`src/rtl/alu_arbiter.sv`:
```
// alu_arbiter: two-requester round-robin front end for a shared, registered ALU.
// One operation is in flight at a time: IDLE -> ISSUE -> WAIT (LATENCY cycles) -> DONE.
module alu_arbiter #(
    parameter int LATENCY = 1
) (
    input  logic       CLK,
    input  logic       RESET,
    input  logic       REQ_0,
    input  logic       REQ_1,
    input  logic [7:0] A_0,
    input  logic [7:0] B_0,
    input  logic [7:0] A_1,
    input  logic [7:0] B_1,
    input  logic [3:0] OP_0,
    input  logic [3:0] OP_1,
    output logic       GNT_0,
    output logic       GNT_1,
    output logic       DONE_0,
    output logic       DONE_1,
    output logic [7:0] RESULT,
    output logic       BUSY,
    output logic [7:0] ALU_A,
    output logic [7:0] ALU_B,
    output logic [3:0] ALU_OP,
    input  logic [7:0] ALU_RESULT
);

    typedef enum logic [1:0] {IDLE, ISSUE, WAIT, DONE} state_t;

    localparam logic [3:0] LAT = 4'(LATENCY);

    state_t     state;
    state_t     state_next;
    logic       owner;        // requester whose operation is in flight
    logic       owner_next;
    logic       prio;         // requester that wins when both request together
    logic       prio_next;
    logic [3:0] cnt;          // remaining WAIT cycles
    logic [3:0] cnt_next;
    logic [7:0] alu_a_next;
    logic [7:0] alu_b_next;
    logic [3:0] alu_op_next;
    logic [7:0] result_next;
    logic       win;

    // Next-state, arbitration and datapath-load decisions.
    always_comb begin
        state_next  = state;
        owner_next  = owner;
        prio_next   = prio;
        cnt_next    = cnt;
        alu_a_next  = ALU_A;
        alu_b_next  = ALU_B;
        alu_op_next = ALU_OP;
        result_next = RESULT;
        win         = 1'b0;
        case (state)
            IDLE: begin
                if (REQ_0 || REQ_1) begin
                    // A lone requester always wins; a tie goes to the priority holder.
                    win         = (REQ_0 && REQ_1) ? prio : REQ_1;
                    owner_next  = win;
                    alu_a_next  = win ? A_1  : A_0;
                    alu_b_next  = win ? B_1  : B_0;
                    alu_op_next = win ? OP_1 : OP_0;
                    state_next  = ISSUE;
                end
            end
            ISSUE: begin
                cnt_next   = LAT;
                state_next = WAIT;
            end
            WAIT: begin
                cnt_next = cnt - 4'd1;
                if (cnt == 4'd1) begin
                    result_next = ALU_RESULT;
                    state_next  = DONE;
                end
            end
            DONE: begin
                // The requester just served loses the next tie.
                prio_next  = ~owner;
                state_next = IDLE;
            end
            default: state_next = IDLE;
        endcase
    end

    // State and registered outputs; reset aborts any operation without a DONE pulse.
    always_ff @(posedge CLK) begin
        if (RESET) begin
            state  <= IDLE;
            owner  <= 1'b0;
            prio   <= 1'b0;
            cnt    <= 4'd0;
            ALU_A  <= 8'h00;
            ALU_B  <= 8'h00;
            ALU_OP <= 4'h0;
            RESULT <= 8'h00;
            GNT_0  <= 1'b0;
            GNT_1  <= 1'b0;
            DONE_0 <= 1'b0;
            DONE_1 <= 1'b0;
            BUSY   <= 1'b0;
        end else begin
            state  <= state_next;
            owner  <= owner_next;
            prio   <= prio_next;
            cnt    <= cnt_next;
            ALU_A  <= alu_a_next;
            ALU_B  <= alu_b_next;
            ALU_OP <= alu_op_next;
            RESULT <= result_next;
            GNT_0  <= (state_next == ISSUE) && !owner_next;
            GNT_1  <= (state_next == ISSUE) &&  owner_next;
            DONE_0 <= (state_next == DONE)  && !owner_next;
            DONE_1 <= (state_next == DONE)  &&  owner_next;
            BUSY   <= (state_next != IDLE);
        end
    end

endmodule
```
`config.mk`:
```
export PLATFORM = sky130hd
export DESIGN_NAME = alu_arbiter
export DESIGN_NICKNAME = d
export VERILOG_FILES = /design/src/rtl/alu_arbiter.sv
export SDC_FILE = /design/constraint.sdc
export NUM_CORES = 1
export LEC_CHECK = 0
export ABC_CLOCK_PERIOD_IN_PS = 3600
export CORE_ASPECT_RATIO = 1.25
export CORE_UTILIZATION = 43
export DETAILED_ROUTE_END_ITERATION = 12
export GPL_TIMING_DRIVEN = 1
export PLACE_DENSITY = 0.84
export SLEW_MARGIN = 20
export SYNTH_ARGS = -nofsm -noshare
export SYNTH_HDL_FRONTEND = slang
export SYNTH_SLANG_ARGS = --single-unit
export TNS_END_PERCENT = 50
```
`constraint.sdc`:
```
create_clock -name CLK -period 3.6 [get_ports CLK]
set_clock_uncertainty 0.2 [all_clocks]
set_input_delay 0.72 -clock CLK [delete_from_list [all_inputs] [get_ports CLK]]
set_output_delay 0.72 -clock CLK [all_outputs]
set_load 0.005 [all_outputs]
```
==> flow_summary.json <==
{
  "dp_hpwl_mm": 3.323,
  "fmax_mhz": 404.7,
  "sw_frac_of_total_pct": 32.79,
  "internal-power_w": 0.001142,
  "finalSetupTns_ns": 0,
  "p_per_area_nw_per_um2": 621.1,
  "cp.arrival_ns": 2.47,
  "area_delta_synth_final_pct": 53.58,
  "multi_input_area_um2": 857.1,
  "core_area_um2": 3879,
  "h-tree-depth": 2,
  "critPathSlowestCell": "o21a_2",
  "cts_tree": "built",
  "syn_avg_cell_area_um2": 8.820,
  "finalSetupViolations": 0,
  "place_area_um2": 2635,
  "hold_viol": 0,
  "ir_worst_vdd_uv": 396.4,
  "drtIter0Drc": 84,
  "synth-seq-cells": 41,
  "cts_resized": 0,
  "netlist_area_um2": 1782,
  "rsz0062_at_grt": "no",
  "grt_max_degree": 41,
  "synth_cells": 202,
  "drc_errors": 0,
  "antennaDiodeCount": 0,
  "ys_types": 32,
  "total_power_w": 0.001699,
  "wirelength_mm": 4.652,
  "hold_buffers": 0,
  "seqCellArea_um2": 820.8,
  "p_seq_share_pct": 38.6,
  "routed_via_density": 5.257,
  "p_comb_share_pct": 42.3,
  "cp_top_family": "compound AO/OA/AOI/OAI gates",
  "grt_overflow": 0,
  "total_leakage_power_nw": 0.9930,
  "portBuffers": 84,
  "initial_core_util_pct": 45.94,
  "drive_above_1_share_pct": 6.071,
  "crit_buf_inv": 2,
  "cp_cell_sequence": "clkdlybuf4s50_1, buf_4, o21a_2, nor2_1, a311oi_1",
  "p_sw_w": 0.0005573,
  "worst_pin_slew_ns": 0.7791,
  "slowest_delay_ns": 0.65,
  "syn-num-nets": 260,
  "via_count": 1756,
  "status": "complete, no violations",
  "worstSetupEndpointType": "register",
  "cts.sinks": 41,
  "cts_inserted_buffers": 5,
  "required_ns": 3.60,
  "finalCritPeriodShare_pct": 68.65,
  "hold_path_class": "register to register",
  "pwr-share-clk_pct": 19.2,
  "synth-seq-area-share_pct": 46.07,
  "start_kind": "input pin",
  "relSlewSlack_pct": 48.06,
  "grt_pass1_wl_mm": 7.258,
  "cts_setup_buffers": 0,
  "root_buffer": "clkbuf_8",
  "insertion_delay_ns": 0.29,
  "clkSlewWorstSetupHoldPaths_ns": 0.07,
  "grt_use_total_pct": 22.11,
  "die_y_um": 73.97,
  "clockBufferDepth": 2,
  "wl_per_cell_um": 13.93,
  "antenna_found_initial": 0,
  "num_io_pins": 85,
  "drtPass1Iterations": 4,
  "gp_congestion": 0.7957,
  "nets": 337,
  "critPathMaxFanout": 40,
  "num-fill-cells": 339,
  "ys_warn_count": 0,
  "die_x_um": 59.58,
  "ant_nets": 0,
  "final_cell_area_um2": 2736,
  "grt_pass1_vias": 1575,
  "design.die.area_um2": 4407,
  "min_period_ns": 2.471,
  "finalCoreUtilization_pct": 70.55,
  "rows": 25,
  "max-cap-violations": 0,
  "worstSetupPathType": "input pin to register",
  "drv_slew": 0
}
cells in the mapped netlist (all sizes together):
cell type	count	share of area (%)
and3	2	0.70
nor2	32	6.7
nor2b	3	1.1
o21ba	1	0.56
buf	7	2.0
o21a	1	0.49
dfxtp	41	46
nand4b	1	0.49
a311oi	20	9.8
o22ai	1	0.35
nand2b	1	0.35
nor3	2	0.56
o21ai	23	6.5
or3	2	0.70
dlygate4sd1	1	0.49
o211ai	1	0.70
or4b	1	0.56
inv	7	1.5
a32oi	1	0.49
clkbuf	9	1.9
or2	1	0.35
nand3	22	6.2
a31oi	1	0.35
a211oi	1	0.42
a21oi	1	0.28
nor3b	1	0.42
and4bb	1	0.70
ha	6	4.2
mux2i	8	4.5
nand2	3	0.63
flip-flops by register name, indices dropped and copies added (netlist names):
| signal | count |
|---|---|
| ALU_A | 8 |
| ALU_B | 8 |
| RESULT | 8 |
| ALU_OP | 4 |
| cnt | 4 |
| state | 2 |
| BUSY | 1 |
| DONE_0 | 1 |
| DONE_1 | 1 |
| GNT_0 | 1 |
| GNT_1 | 1 |
| owner | 1 |
| prio | 1 |
cell type report:
class / instances / share of cell area (%)
flip-flops and latches: 41 / 30.00
well taps: 54 / 2.469
inverters: 7 / 0.9602
multi-input cells: 137 / 31.32
clock inverters: 1 / 0.1829
clock buffers: 7 / 3.521
repair buffers: 87 / 31.55
per-layer routing:
metal	up-vias	GRT usage, %	routed length (um)
met1	810	25.30	1877
met5	-	0	0
met4	0	9.302	90
met3	8	5.739	257
met2	53	38.70	2426
li1	885	-	-
per-stage QoR:
step,setup slack [ns],hold slack (ns),std cells
floorplan,1.725,0.2165,202
global placement,0.9066,0.2205,326
detailed placement,0.8309,0.2358,326
CTS,1.137,0.2462,334
global route,0.9225,0.2756,334
finish,1.129,0.2465,334
power by group through the flow:
| stage | combinational [W] | sequential, W | clock (W) |
|---|---|---|---|
| final | 0.000718 | 0.000655 | 0.000326 |
| after global routing | 0.000809 | 0.000672 | 0.000352 |
| after CTS | 0.000724 | 0.000656 | 0.000333 |
| after detailed placement | 0.000718 | 0.000666 | 0 |
| after global placement | 0.000698 | 0.000661 | 0 |
| after floorplan | 0.000381 | 0.000668 | 0 |
placed cells by master (no fill, tap or decap), types with 2 or more instances in the layout:
| master | netlist | layout |
|---|---|---|
| clkdlybuf4s50_1 | 0 | 84 |
| dfxtp_1 | 41 | 41 |
| nor2_1 | 32 | 32 |
| nand3_1 | 22 | 22 |
| o21ai_1 | 21 | 21 |
| a311oi_1 | 20 | 20 |
| mux2i_1 | 8 | 8 |
| clkbuf_8 | 0 | 7 |
| ha_1 | 6 | 6 |
| inv_1 | 5 | 5 |
| nor2b_1 | 3 | 3 |
| nand2_1 | 3 | 3 |
| buf_4 | 0 | 3 |
| inv_2 | 2 | 2 |
| and3_1 | 2 | 2 |
| nor3_1 | 2 | 2 |
| or3_1 | 2 | 2 |
| o21ai_0 | 2 | 2 |
final timing paths:
| kind | slack (ns) | from | depth (start not counted) | to |
|---|---|---|---|---|
| max reg2reg | 1.67 | state[0] | 5 | ALU_B[2] |
| min reg2reg | 0.25 | owner | 1 | prio |
| max | 1.13 | REQ_1 | 5 | ALU_B[2] |
| min | 0.25 | owner | 1 | prio |
logic make-up after synthesis:
logic type	Yosys count	share of synthesized area, %
and+or+nand+nor	72	19.45
buffers and inverters	24	5.829
DFF	41	46.07
AOI/OAI and AO/OA	51	19.94
muxes	8	4.495
adders and majority gates	6	4.213
worst register-to-register path: cells and delay by family, from the launching register on:
family | cells | cell delay, ns
AND/OR/NAND/NOR | 1 | 0.12
flip-flops | 1 | 0.33
buffers and inverters | 1 | 0.11
adder cells (fa/ha/maj) | 1 | 0.20
AO/OA/AOI/OAI | 2 | 0.88
Power figures use the tool's default switching activity.
